`config.mk`:
```
export PLATFORM = sky130hd
export DESIGN_NAME = seg_scan
export DESIGN_NICKNAME = d
export VERILOG_FILES = /design/src/rtl/seg_pkg.sv /design/src/rtl/tick_gen.sv /design/src/rtl/seg_scan.sv
export SDC_FILE = /design/constraint.sdc
export NUM_CORES = 1
export LEC_CHECK = 0
export BUFFER_PORTS_ARGS = -buffer_cell sky130_fd_sc_hd__buf_2
export CELL_PAD_IN_SITES_DETAIL_PLACEMENT = 0
export CELL_PAD_IN_SITES_GLOBAL_PLACEMENT = 1
export CORE_UTILIZATION = 45
export CTS_BUF_LIST = sky130_fd_sc_hd__clkbuf_2
export CTS_CLUSTER_DIAMETER = 80
export DETAILED_ROUTE_END_ITERATION = 10
export GPL_ROUTABILITY_DRIVEN = 0
export PLACE_DENSITY_LB_ADDON = 0.12
export SLEW_MARGIN = 10
export SYNTH_ARGS = -nofsm -noshare
export SYNTH_HDL_FRONTEND = slang
export SYNTH_SLANG_ARGS = --single-unit
```
`constraint.sdc`:
```
create_clock -name clk -period 2 [get_ports clk]
set_input_delay 0.3 -clock clk [delete_from_list [all_inputs] [get_ports clk]]
set_output_delay 0.3 -clock clk [all_outputs]
set_load 0.005 [all_outputs]
```
`src/rtl/seg_pkg.sv`:
```
// seg_pkg: shared types and helpers for the 8-digit 7-segment scan path.
//
// Contents:
//   NUM_DIGITS, DIG_W  - display geometry (8 digits, 3-bit digit select)
//   digit_t            - digit select
//   nibble_t           - one hex digit
//   disp_word_t        - full display value, nibble k drives digit k
//   dig_mask_t         - one bit per digit
//   lzs_mask()         - leading-zero suppression mask for a display word
package seg_pkg;

  localparam int NUM_DIGITS = 8;
  localparam int DIG_W      = 3;

  typedef logic [DIG_W-1:0]        digit_t;
  typedef logic [3:0]              nibble_t;
  typedef logic [4*NUM_DIGITS-1:0] disp_word_t;
  typedef logic [NUM_DIGITS-1:0]   dig_mask_t;

  // Bit k is set when nibbles k..top are all zero. Walking down from the most
  // significant digit keeps a running "everything above is zero" flag.
  // Digit 0 is never suppressed so a value of zero still shows "0".
  function automatic dig_mask_t lzs_mask(input disp_word_t v);
    dig_mask_t m;
    logic      all_zero;
    m        = '0;
    all_zero = 1'b1;
    for (int k = NUM_DIGITS - 1; k > 0; k--) begin
      all_zero = all_zero & (v[4*k +: 4] == 4'h0);
      m[k]     = all_zero;
    end
    return m;
  endfunction

endpackage

```
`src/rtl/tick_gen.sv`:
```
// tick_gen: free-running prescaler producing a one-cycle enable pulse.
//
// Parameters:
//   SCAN_DIV - period of the tick in clk cycles (1 .. 2^DIV_W-1)
//   DIV_W    - width of the prescaler counter
// Ports:
//   clk   in  system clock
//   rst_n in  asynchronous active-low reset
//   tick  out high for one cycle out of every SCAN_DIV (every cycle when SCAN_DIV=1)
module tick_gen #(
  parameter int SCAN_DIV = 100000,
  parameter int DIV_W    = 17
) (
  input  logic clk,
  input  logic rst_n,
  output logic tick
);

  localparam logic [DIV_W-1:0] LAST = DIV_W'(SCAN_DIV - 1);

  logic [DIV_W-1:0] count;

  // Tick is decoded from the registered count so it lands in the cycle the
  // count sits at its last value; the counter wraps on that same cycle.
  assign tick = (count == LAST);

  always_ff @(posedge clk or negedge rst_n) begin
    if (!rst_n) begin
      count <= '0;
    end else if (tick) begin
      count <= '0;
    end else begin
      count <= count + 1'b1;
    end
  end

endmodule

```
`src/rtl/seg_scan.sv`:
```
// seg_scan: time-multiplexed scan controller feeding the 7-segment decoder
// of the Nexys A7 8-digit display. Updates are double-buffered and only
// committed at a frame boundary so a frame never mixes old and new data.
//
// Optional feature: define SEG_SCAN_LZS_EN to enable leading-zero suppression.
//
// Parameters:
//   SCAN_DIV - clk cycles each digit is held
//   DIV_W    - prescaler counter width
// Ports:
//   clk        in   system clock
//   rst_n      in   asynchronous active-low reset
//   load       in   capture value/digit_en into the shadow buffer
//   value      in   32-bit display value, nibble k -> digit k
//   digit_en   in   per-digit enable mask
//   dig        out  current digit select
//   data       out  nibble for the current digit
//   blank      out  1 = current digit dark
//   frame_tick out  one-cycle pulse when dig wraps 7->0
//   pending    out  shadow buffer holds an uncommitted update
module seg_scan
  import seg_pkg::*;
#(
  parameter int SCAN_DIV = 100000,
  parameter int DIV_W    = 17
) (
  input  logic       clk,
  input  logic       rst_n,
  input  logic       load,
  input  logic [31:0] value,
  input  logic [7:0] digit_en,
  output logic [2:0] dig,
  output logic [3:0] data,
  output logic       blank,
  output logic       frame_tick,
  output logic       pending
);

  logic       tick;
  logic       commit;
  disp_word_t shadow_value;
  dig_mask_t  shadow_mask;
  disp_word_t active_value;
  dig_mask_t  active_mask;
`ifdef SEG_SCAN_LZS_EN
  dig_mask_t  sup_mask;
`endif

  tick_gen #(
    .SCAN_DIV (SCAN_DIV),
    .DIV_W    (DIV_W)
  ) u_tick_gen (
    .clk   (clk),
    .rst_n (rst_n),
    .tick  (tick)
  );

  // The last tick of a frame is the only point where new data may go live.
  assign commit = tick && (dig == digit_t'(NUM_DIGITS - 1));

  // A load on the commit edge still lets the old shadow commit (it is read
  // before this edge updates it); the later pending<=1 wins so the new
  // shadow waits for the following frame.
  always_ff @(posedge clk or negedge rst_n) begin
    if (!rst_n) begin
      dig          <= '0;
      frame_tick   <= 1'b0;
      pending      <= 1'b0;
      shadow_value <= '0;
      shadow_mask  <= '0;
      active_value <= '0;
      active_mask  <= '0;
`ifdef SEG_SCAN_LZS_EN
      sup_mask     <= '0;
`endif
    end else begin
      frame_tick <= 1'b0;
      if (tick) begin
        dig <= dig + 1'b1;
      end
      if (commit) begin
        frame_tick <= 1'b1;
        if (pending) begin
          active_value <= shadow_value;
          active_mask  <= shadow_mask;
`ifdef SEG_SCAN_LZS_EN
          sup_mask     <= lzs_mask(shadow_value);
`endif
          pending      <= 1'b0;
        end
      end
      if (load) begin
        shadow_value <= value;
        shadow_mask  <= digit_en;
        pending      <= 1'b1;
      end
    end
  end

  assign data = active_value[{dig, 2'b00} +: 4];

`ifdef SEG_SCAN_LZS_EN
  assign blank = ~active_mask[dig] | sup_mask[dig];
`else
  assign blank = ~active_mask[dig];
`endif

endmodule
```
==> metrics.md <==
| Metric | Value |
|---|---|
| Setup violators final | 39 |
| CP Launch Type | register |
| Synthesized cell area | between 0.004 and 0.005 sq mm |
| Netlist cell types | 26 |
| DP Area | 0.004896 sq mm |
| Hold WC Path Type | in -> async |
| Layout net count | around 460 |
| Syn. warnings | 0 |
| Top Ports | 53 |
| Leak Pwr | 2.724 nW |
| CP max stage cell | mux4_2 |
| R2R setup slack | -0.05 ns |
| CTS Root Cell | clkbuf_2 |
| DR iter-0 viols | between 60 and 70 |
| Critical path arrival | 2.11 ns |
| Pin count of the biggest net entering global routing | 52 |
| Fillers | around 740 |
| Yosys top cell area share | just under 60% |
| Post-route ant nets | 0 |
| Vias/cell | 4.930 |
| CTS tree | yes |
| IO Port Bufs | 52 |
| Final Max Tran Viols | 0 |
| RSZ-0062 raised after global routing | yes |
| Clk slew on worst S/H paths | roughly 0.28 ns |
| Clk_lat worst skew | 0.56 ns |
| Layout cells sized above 1 | between 40% and 50% |
| First-pass GRT wire length | 13.50 mm |
| Critical Path, Cell by Cell | buf_6 -> mux4_2 -> mux2_4 -> buf_6 |
| Total power per unit cell area | between 500 and 600 mW/mm^2 |
| Worst clock skew | roughly 0.027 ns |
| Mean Syn Cell Area | 15.30 sq um |
| Post-Synthesis Cells | 280 |
| Outcome | finished, violations left |
| Fin crit share | 120.4% |
| Rows | 35 |
| Place WS | -0.02067 ns |
| Clock period minus worst slack | between 2 and 2.5 ns |
| Cell mode on critical path | buf_6 |
| Via count | around 2700 |
| Placed cells | approximately 480 |
| Routed WL per cell | 15.70 um |
| Area Overhead vs Synth | 35.71% |
| Vias in the first global route | 2772 |
| DIE HEIGHT | 99.59 um |
| Hpwl dp | 5.271 mm |
| Final Total Pwr | between 3 and 4 mW |
| Initial antenna violation count | 0 |
| Final instance area | 0.005816 sq mm |
| Area contributors post-synth | dfrtp_1, mux2_2, mux4_2 |
| Syn Nets | 326 |
| TritonCTS Buffers | 9 |
| DRC violations left | 0 |
| Maximum VDD drop | 0.3557 mV |
| Routed wire length | 8.555 mm |
| Critical path fanouts, max | 4 |
| Crit path kind | reg -> out |
| Sequential area share after synthesis | 59.56% |
| Register bit total from synthesis | 102 |
| Setup TNS Final | -2.741 ns |
| Critical path required time | 1.70 ns |
| Number of max-cap violations | 0 |
| Least-Margin Pin Slew | 0.4058 ns |
| Final count of hold timing violations | 0 |
| Antenna Cells | 0 |
| Drt first pass iters | 4 |
| Crit. End Element | output pin |
| Die Width | approximately 100 um |
| GRT Total Usage | 17.86% |
| Max Buffers Root-to-Sink | 2 |
| Slowest cell delay on critical path | 0.54 ns |
| Finished Layout Cells | 545 |
| Fmax | a little over 0.4 GHz |
| Initial core utilization | 46.38% |
| Failing checks | setup timing |
| Worst setup margin | -0.4083 ns |
| Yosys top cell by area | dfrtp_1 |
| CTS sink cnt | 102 |
| Core Region | 0.009240 sq mm |
| # H-tree levels | 3 |
| Slew HR | between 70 and 80% |
| Grt ovf | 0 |
| Die area | between 0.009 and 0.01 sq mm |
## synth_stat cells (all sizes together)
cell	number
mux2i	1
clkbuf	3
nor4b	1
nor3	4
nand3	8
and4	1
nand2	4
o21bai	1
mux2	86
buf	10
inv	4
xnor2	6
dfrtp	102
nand4	5
nor4	4
ha	3
mux4	10
and3	3
nor2	12
xor2	10
nor2b	1
or4b	1
## flip-flops by register name, summed over array words and instances (netlist names)
register / flops
shadow_value: 32
dig: 3
shadow_mask: 8
active_value: 32
u_tick_gen.count: 17
frame_tick: 1
active_mask: 8
pending: 1
## cells by family (layout without fill, tap and decap cells)
kind of cell,after synthesis,count (layout),share of synthesized area (%)
DFF,102,102,59.56
muxes,97,97,28.09
and+or+nand+nor,44,44,5.781
buffers and inverters,17,153,2.248
xor gates and xnor gates,16,16,3.270
adders and majority gates,3,3,0.8760
AOI/OAI and AO/OA,1,1,0.1752
## layout by cell type (no fill, tap or decap), drive strengths merged, types with 6 or more instances in the layout
cell type | Yosys | routed
dfrtp | 102 | 102
nor2 | 12 | 12
dlygate4sd3 | 0 | 41
buf | 10 | 88
mux2 | 86 | 86
nand3 | 8 | 8
clkbuf | 3 | 13
xor2 | 10 | 10
xnor2 | 6 | 6
mux4 | 10 | 10
## worst max-delay path: cells and delay by family, from the launching register on
family                 cells  cell delay [ns]
flip-flops                 1             0.48
multiplexers               2             0.84
buffers and inverters      2             0.25
## stage by stage
stage	hold slack (ns)	utilization (%)
global route	0.1002	62.94
floorplan	0.004409	-
finish	0.1223	62.94
detailed placement	0.2241	52.99
global placement	0.2179	52.99
CTS	0.08375	59.81
## routing by layer
| metal | wire, um | global-route usage, % |
|---|---|---|
| met5 | 0 | 0 |
| met4 | 112 | 4.751 |
| met3 | 252 | 4.849 |
| met2 | 4196 | 28.90 |
| met1 | 3993 | 23.92 |
## cell type report
| type | count | area, sq um | share of cell area [%] |
|---|---|---|---|
| multi-input combinational | 161 | 1808 | 31.09 |
| inverter | 4 | 15.01 | 0.2582 |
| tap | 129 | 161.4 | 2.775 |
| clock inverter | 7 | 83.83 | 1.441 |
| timing repair buffer | 133 | 1149 | 19.75 |
| clock buffer | 9 | 45.04 | 0.7745 |
| sequential | 102 | 2554 | 43.91 |
## timing repair
item	CTS	global route
cloned	0	6
pin swaps	2	3
resized for setup	11	45
endpoints found under the setup margin	45	45
hold endpoints to repair	142	0
setup buffers	5	0
hold buffers	41	0
## final timing paths
check	from	to	depth (start not counted)
max	dig[0]	data[2]	4
min	rst_n	shadow_value[24]	2
max reg2reg	u_tick_gen.count[16]	active_value[5]	6
min reg2reg	u_tick_gen.count[12]	u_tick_gen.count[12]	1
max in group asynchronous	rst_n	active_value[28]	3
min in group clk	load	pending	3
## power by group
| part | leakage, nW | internal [mW] | switching, mW | total (mW) |
|---|---|---|---|---|
| Clock | 0.0729 | 0.305 | 0.710 | 1.01 |
| Sequential | 1.31 | 2.15 | 0.0457 | 2.19 |
| Combinational | 1.34 | 0.165 | 0.0948 | 0.259 |
Note: power is estimated with default switching activity, not from simulation.
